### src/rtl/data_mem_arbiter.sv
// Two-port arbiter in front of a single-port data RAM: core (port 0) vs loader (port 1).
// Grants are combinational; read data returns one cycle after the read grant.
module data_mem_arbiter #(
    parameter int unsigned ADDR_WIDTH = 8,
    parameter int unsigned DATA_WIDTH = 8,
    parameter int unsigned RR_MODE    = 0,
    parameter int unsigned MAX_WAIT   = 4
) (
    input  logic                  clk,
    input  logic                  reset,
    // core port
    input  logic                  req0,
    input  logic                  we0,
    input  logic [ADDR_WIDTH-1:0] addr0,
    input  logic [DATA_WIDTH-1:0] wdata0,
    output logic                  gnt0,
    output logic                  stall0,
    output logic                  rvalid0,
    output logic [DATA_WIDTH-1:0] rdata0,
    // loader port
    input  logic                  req1,
    input  logic                  we1,
    input  logic                  lock1,
    input  logic [ADDR_WIDTH-1:0] addr1,
    input  logic [DATA_WIDTH-1:0] wdata1,
    output logic                  gnt1,
    output logic                  rvalid1,
    output logic [DATA_WIDTH-1:0] rdata1,
    // RAM side
    output logic [ADDR_WIDTH-1:0] mem_addr,
    output logic [DATA_WIDTH-1:0] mem_data,
    output logic                  mem_writemem,
    output logic                  mem_readmem,
    input  logic [DATA_WIDTH-1:0] mem_q
);

    localparam int unsigned WAIT_W   = 4;
    localparam logic [WAIT_W-1:0] WAIT_MAX = WAIT_W'(MAX_WAIT);

    logic [WAIT_W-1:0]     r_wait1;
    logic                  r_owner_ldr;
    logic                  r_last_grant;
    logic                  r_tag_valid;
    logic                  r_tag_port;
    logic [DATA_WIDTH-1:0] r_rdata0;
    logic [DATA_WIDTH-1:0] r_rdata1;

    logic w_gnt0;
    logic w_gnt1;
    logic w_rd;
    logic w_rvalid0;
    logic w_rvalid1;

    // Arbitration: lock owner first, then starvation guard, then mode priority
    always_comb begin
        w_gnt0 = 1'b0;
        w_gnt1 = 1'b0;
        if (!reset) begin
            if (r_owner_ldr) begin
                w_gnt1 = req1;
            end else if (req0 && req1) begin
                if (r_wait1 == WAIT_MAX) begin
                    w_gnt1 = 1'b1;
                end else if ((RR_MODE != 0) && !r_last_grant) begin
                    w_gnt1 = 1'b1;
                end else begin
                    w_gnt0 = 1'b1;
                end
            end else begin
                w_gnt0 = req0;
                w_gnt1 = req1;
            end
        end
    end

    assign w_rd = (w_gnt0 & ~we0) | (w_gnt1 & ~we1);

    assign gnt0   = w_gnt0;
    assign gnt1   = w_gnt1;
    assign stall0 = req0 & ~w_gnt0;

    assign mem_addr     = w_gnt1 ? addr1  : (w_gnt0 ? addr0  : '0);
    assign mem_data     = w_gnt1 ? wdata1 : (w_gnt0 ? wdata0 : '0);
    assign mem_writemem = (w_gnt0 & we0) | (w_gnt1 & we1);
    assign mem_readmem  = w_rd;

    // Read return: reset masks a tag that is still in flight
    assign w_rvalid0 = r_tag_valid & ~r_tag_port & ~reset;
    assign w_rvalid1 = r_tag_valid &  r_tag_port & ~reset;

    assign rvalid0 = w_rvalid0;
    assign rvalid1 = w_rvalid1;
    assign rdata0  = w_rvalid0 ? mem_q : r_rdata0;
    assign rdata1  = w_rvalid1 ? mem_q : r_rdata1;

    always_ff @(posedge clk) begin
        if (reset) begin
            r_wait1      <= '0;
            r_owner_ldr  <= 1'b0;
            r_last_grant <= 1'b1;
            r_tag_valid  <= 1'b0;
            r_tag_port   <= 1'b0;
            r_rdata0     <= '0;
            r_rdata1     <= '0;
        end else begin
            if (w_gnt1 || !req1) begin
                r_wait1 <= '0;
            end else if (r_wait1 < WAIT_MAX) begin
                r_wait1 <= r_wait1 + WAIT_W'(1);
            end

            // Owner is taken on a locked grant and dropped after the first unlocked cycle
            if (w_gnt1 && lock1) begin
                r_owner_ldr <= 1'b1;
            end else if (r_owner_ldr && (!lock1 || !req1)) begin
                r_owner_ldr <= 1'b0;
            end

            if (w_gnt0 || w_gnt1) begin
                r_last_grant <= w_gnt1;
            end

            r_tag_valid <= w_rd;
            r_tag_port  <= w_gnt1;

            if (w_rvalid0) begin
                r_rdata0 <= mem_q;
            end
            if (w_rvalid1) begin
                r_rdata1 <= mem_q;
            end
        end
    end

endmodule

### config.mk
export PLATFORM = sky130hd
export DESIGN_NAME = data_mem_arbiter
export DESIGN_NICKNAME = d
export VERILOG_FILES = /design/src/rtl/data_mem_arbiter.sv
export SDC_FILE = /design/constraint.sdc
export NUM_CORES = 1
export LEC_CHECK = 0
export CAP_MARGIN = 5
export CORE_UTILIZATION = 38
export DETAILED_ROUTE_END_ITERATION = 16
export PLACE_DENSITY = 0.81
export RECOVER_POWER = 25
export SLEW_MARGIN = 0
export SYNTH_ARGS = -nofsm -noshare
export SYNTH_HDL_FRONTEND = slang
export SYNTH_SLANG_ARGS = --single-unit
### constraint.sdc
create_clock -name clk -period 2.3 [get_ports clk]
set_clock_uncertainty 0.15 [all_clocks]
set_input_delay 0.23 -clock clk [delete_from_list [all_inputs] [get_ports clk]]
set_output_delay 0.23 -clock clk [all_outputs]
set_load 0.05 [all_outputs]
# Word level (Yosys, flattened, before mapping)
# Index checks and enable logic that the tools add are counted.
# totals
out_inout_bits	39
reg_bits	23
input_bits	47
wordCells	50
# op_classes
muxes	16
order_cmp	1
addsub	1
reduce_logical	9
bitwise_logic	16
eq_ne	1
# ops
op	count
$mux W8	6
$mux W1	10
$and A1 B1 Y1	9
$not A1 Y1	5
$add A4 B1 Y4 const B	1
$eq A4 B3 Y1 const B	1
$lt A4 B3 Y1 const B	1
$logic_and A1 B1 Y1	3
$logic_not A1 Y1	2
$logic_or A1 B1 Y1	2
$or A1 B1 Y1	2
$reduce_bool A2 Y1	1
$reduce_or A2 Y1	1

# Longest topological paths before layout
# depth
ltp_word	7
depth_mapped	7
mapped_depth_nobuf	5

# Worst setup path before layout
# Ideal clock, no wire load.
# synth_timing
path_type	flip-flop to output port
startpoint	reg r_wait1[0]
endpoint	out mem_addr[0]
path_slack_ns	-0.303
required_ns	1.920
stages_incl_launch_ff	7
arrival_ns	2.223
n_path_buf	1
path_cell_list	dfxtp_1 > inv_1 > ha_1 > and4b_4 > a21oi_2 > buf_4 > o32ai_1
# synth_between
elab_chain_len	7
elab_cells_between_ends	11
cone_classes	eq/ne (1); mux (10)
# synth_lines
item	line	text
start: declaration	40	logic [WAIT_W-1:0] r_wait1;
start signal: assignment	109	r_wait1 <= r_wait1 + WAIT_W'(1);
$eq A4 B3 Y1 (*)	62	if (r_wait1 == WAIT_MAX) begin
$mux W1	62	
$mux W1	61	end else if (req0 && req1) begin
$mux W1	59	if (r_owner_ldr) begin
$mux W1	58	if (!reset) begin
$mux W8	82	assign mem_addr = w_gnt1 ? addr1 : (w_gnt0 ? addr0 : '0);
$mux W8 (*)	82	
end: declaration	30	output logic [ADDR_WIDTH-1:0] mem_addr,
# Mark *: on every way between the ends. The rest lies on a longest branch, timed or not.

# Worst setup path after layout
# layout_timing
startpoint	reg r_wait1[0]
endpoint	out mem_addr[3]
# The elaborated chain is that of the path after synthesis.

==> results.txt <==
The flow ran to the end, and the final reports show no timing, DRC or antenna violations. The die boundary height was 63.67 µm; the row count was 22. In this run the worst setup path begins at r_wait1[0]. Final count of pins violating max slew: 0. In this run the clock root is driven by a sky130_fd_sc_hd__clkbuf_8. The count of vias placed by the detailed router is 1379. Of all nets on the critical path, the largest fanout is 19. The worst setup margin came out at 0.07611 ns. The run gives 35 as the number of DRC violations after detailed-routing iteration 0. For the worst setup path, the data required time is 1.92 ns. Walking the worst path, the cells encountered are inv_1 -> ha_2 -> and4b_4 -> or2_4 -> buf_12 -> o32ai_1 -> buf_4.

The synthesized netlist occupies a cell area of 1445 µm². The logs give 0.5162 for the worst-case headroom to the max-slew limit and 0 for the number of max-cap violations. The worst setup path is of the register to output port kind.

During placement, the flow inserted port buffers numbering 85. The synthesis-to-layout area growth works out to 65.97%. STA classifies the critical path endpoint as an output port. Across the VDD grid, the largest voltage drop is 191.3 µV. The core occupancy in the finished layout came out at 0.6552. In this run the power density over the cells is 435.4 nW/µm².

The destination of the worst register-to-register timing path was r_rdata0[4]. The deepest level of the CTS H-tree was 1; the portion of synthesized cell area occupied by the leading cell type was 0.3186. The clock passes through at most 2 buffers. Post-synthesis register bit count: 23. Setup violations remaining at the end of the flow were counted as 0. The number of antenna diodes in the final layout is 0. The run gives 1.84 ns as the data arrival at the endpoint of the critical path.

The logs give 3 for the TritonCTS buffer count and 300 for the number of fill cells. The kind of path behind the tightest hold check was register to register. The run gives 0.3947 as the initial core utilization. The total area inside the core boundary comes to 3661 µm². Setup repair after global routing left no endpoint under its margin. The run gives 0 as the count of endpoints failing hold in the final timing report. Proportion of synthesized chip area in sequential cells: 0.3186.

The cell with the largest stage delay on the worst path was sky130_fd_sc_hd__dfxtp_2. Prior to clock tree synthesis, the placed netlist has a worst setup slack of 0.1635 ns. The clock insertion delay at the later pin of the skew report was 0.26 ns.

The number of top-level pins came out at 86. The cell taking the most area after synthesis was sky130_fd_sc_hd__dfxtp_1. For the worst flop-to-flop path, the logic depth is 4.

The tools report the total number of yosys warnings as 0. The startpoint identified for the worst hold timing path is r_wait1[0]. The count of distinct cell types in the synthesized netlist came out at 28. The number of hold buffers added after CTS was 0. Non-filler instance count after layout: 283. The highest cell delay on the worst timing path came out at 0.34 ns.

Ranked by total cell area, the synthesized netlist is headed by sky130_fd_sc_hd__dfxtp_1 (32%), sky130_fd_sc_hd__o32ai_2 (11%), sky130_fd_sc_hd__mux2_2 (8.6%). The die covers 4054 µm². The net count of the finished layout is 285. The count of nets left with antenna violations once routing finished came out at 0.

The share of final-layout standard cells stronger than drive strength 1 was 0.3277. The remaining global-route overflow is 0. In the routed layout, each cell is associated on average with a via count of 4.873. The actual slew at the worst max-slew pin is 0.7256 ns. Counting every net in the synthesized netlist gives 201. The first-pass detailed-route iteration total came out at 2. Clock period minus final worst setup slack: 2.224 ns.

The number of placed instances, taps included is 279, and the post-CTS setup repair buffer count is 0. Each instance of the synthesized netlist takes up on average 9.507 µm². The clock sink count is 23.

The number of global-route vias before repair was 1430. The initial antenna violation count was 0. TritonCTS built the clock tree. In the routed design, unresolved DRC markers number 0.

The floorplan step set the die width to 63.67 µm. The first global-routing pass estimated 6168 µm of wire. The worst setup path is launched from a register. The worst hold path stage count is 2, and the CTS clock-pin slew for the worst setup and hold paths is 0.08 ns.

The period utilization was 0.9669; the aggregate routed wire length was 3608 µm. The HPWL after detailed placement is 2743 µm. Dividing the detail-routed wire length by the instance count gives 12.75 µm. The startpoint identified for the worst register-to-register timing path is r_tag_valid. Routability-driven placement finished with a final weighted congestion of 0.7264. Entering global routing, the biggest net connects 48 pins. The tools report the maximum clock frequency as 449.7 MHz.

Worst min-delay path endpoint: r_wait1[0]. For this design the static power due to leakage is 1.070 nW. The overall track demand over capacity in global routing was 0.1916.

Synthesis produced 152 cells. Setup slack on the worst reg-to-reg path comes out at 0.68 ns.
-- per-stage QoR --
step	hold slack, ns	total power [W]	area, µm²	TNS (ns)
3_5_place_dp	0.3378	0.0008058	2312	0
6_report	0.3395	0.001044	2399	0
2_1_floorplan	0.1969	0.0006421	1445	-2.263
4_1_cts	0.1851	0.001052	2364	0
5_1_grt	0.3820	0.001093	2399	0
3_3_place_gp	0.3283	0.0008015	2312	0
-- cell usage in the layout (no fill, tap or decap), drive strengths merged, types with 2 or more instances in the layout --
| cell | n |
|---|---|
| mux2 | 16 |
| dfxtp | 23 |
| nand2 | 3 |
| o32ai | 19 |
| inv | 22 |
| ha | 2 |
| or2 | 2 |
| nor3b | 2 |
| clkbuf | 5 |
| nor2 | 5 |
| a21oi | 4 |
| nand2b | 18 |
| clkdlybuf4s50 | 44 |
| nor2b | 17 |
| buf | 43 |
| o21ai | 3 |
-- worst max-delay path by stage --
stage | endpoint | slack [ns] | depth (start not counted)
after floorplan | mem_addr[0] | -0.30 | 6
final | mem_addr[3] | 0.08 | 7
after detailed placement | mem_addr[7] | 0.16 | 6
after global routing | mem_addr[3] | 0.001 | 7
after global placement | mem_addr[4] | 0.21 | 6
after CTS | mem_addr[7] | 0.03 | 7
-- flip-flops by register name, summed over array words and instances, names as in the netlist --
name,cells
r_owner_ldr,1
r_rdata0,8
r_rdata1,8
r_tag_port,1
r_tag_valid,1
r_wait1,4
-- cells in the mapped netlist --
| master | n |
|---|---|
| sky130_fd_sc_hd__inv_1 | 22 |
| sky130_fd_sc_hd__nor3_1 | 1 |
| sky130_fd_sc_hd__buf_12 | 1 |
| sky130_fd_sc_hd__nor3b_1 | 2 |
| sky130_fd_sc_hd__mux2_1 | 5 |
| sky130_fd_sc_hd__dfxtp_1 | 23 |
| sky130_fd_sc_hd__a21oi_1 | 3 |
| sky130_fd_sc_hd__clkbuf_1 | 4 |
| sky130_fd_sc_hd__or2_1 | 1 |
| sky130_fd_sc_hd__o32ai_1 | 9 |
| sky130_fd_sc_hd__buf_6 | 1 |
| sky130_fd_sc_hd__nand2b_4 | 1 |
| sky130_fd_sc_hd__buf_4 | 3 |
| sky130_fd_sc_hd__o21ai_0 | 3 |
| sky130_fd_sc_hd__nor2b_1 | 17 |
| sky130_fd_sc_hd__buf_2 | 2 |
| sky130_fd_sc_hd__mux2_2 | 11 |
| sky130_fd_sc_hd__a21oi_2 | 1 |
| sky130_fd_sc_hd__o32ai_2 | 10 |
| sky130_fd_sc_hd__nand2_1 | 3 |
| sky130_fd_sc_hd__or2_2 | 1 |
| sky130_fd_sc_hd__nand3b_4 | 1 |
| sky130_fd_sc_hd__nand3_1 | 1 |
| sky130_fd_sc_hd__nand2b_1 | 17 |
| sky130_fd_sc_hd__nor2_1 | 5 |
| sky130_fd_sc_hd__o31a_2 | 1 |
| sky130_fd_sc_hd__ha_1 | 2 |
| sky130_fd_sc_hd__and4b_4 | 1 |
-- per-layer routing --
metal,vias up,global-route usage,wire length [µm]
met5,-,0,0
met4,0,0.05682,29
met3,4,0.04710,235
met2,57,0.3617,1904
met1,637,0.2059,1437
li1,681,-,-
-- power by group --
group / total, W / switching [W] / leakage (nW) / internal (W)
registers: 0.000410 / 0.00000407 / 0.187 / 0.000406
logic: 0.000393 / 0.000212 / 0.857 / 0.000181
clock network: 0.000241 / 0.000121 / 0.0255 / 0.000121
-- worst max-delay path: cells and delay by family, from the launching register on --
family	cells	cell delay (ns)
AOI/OAI and AO/OA	1	0.13
DFF	1	0.34
and+or+nand+nor	2	0.45
adders and majority gates	1	0.20
buffers and inverters	3	0.46
-- cell type report --
type	count	area, µm²	area share
timing repair buffer	90	895.9	0.3735
inverter	22	82.58	0.03443
tap	48	60.06	0.02504
sequential	23	462.9	0.1930
clock buffer	3	41.29	0.01721
clock inverter	1	5.005	0.002087
multi-input combinational	96	850.8	0.3547
-- repair_timing --
item	CTS	global route
setup endpoints to repair	13	10
pin swaps	0	0
cloned	0	0
resized for setup	3	8
-- cells by family after synthesis --
logic type	after synthesis	synth area share
and+or+nand+nor	51	0.2268
DFF	23	0.3186
adders and majority gates	2	0.01731
muxes	16	0.1247
buffers and inverters	33	0.1117
AOI/OAI and AO/OA	27	0.2009
(Power assumes the default switching activity.)
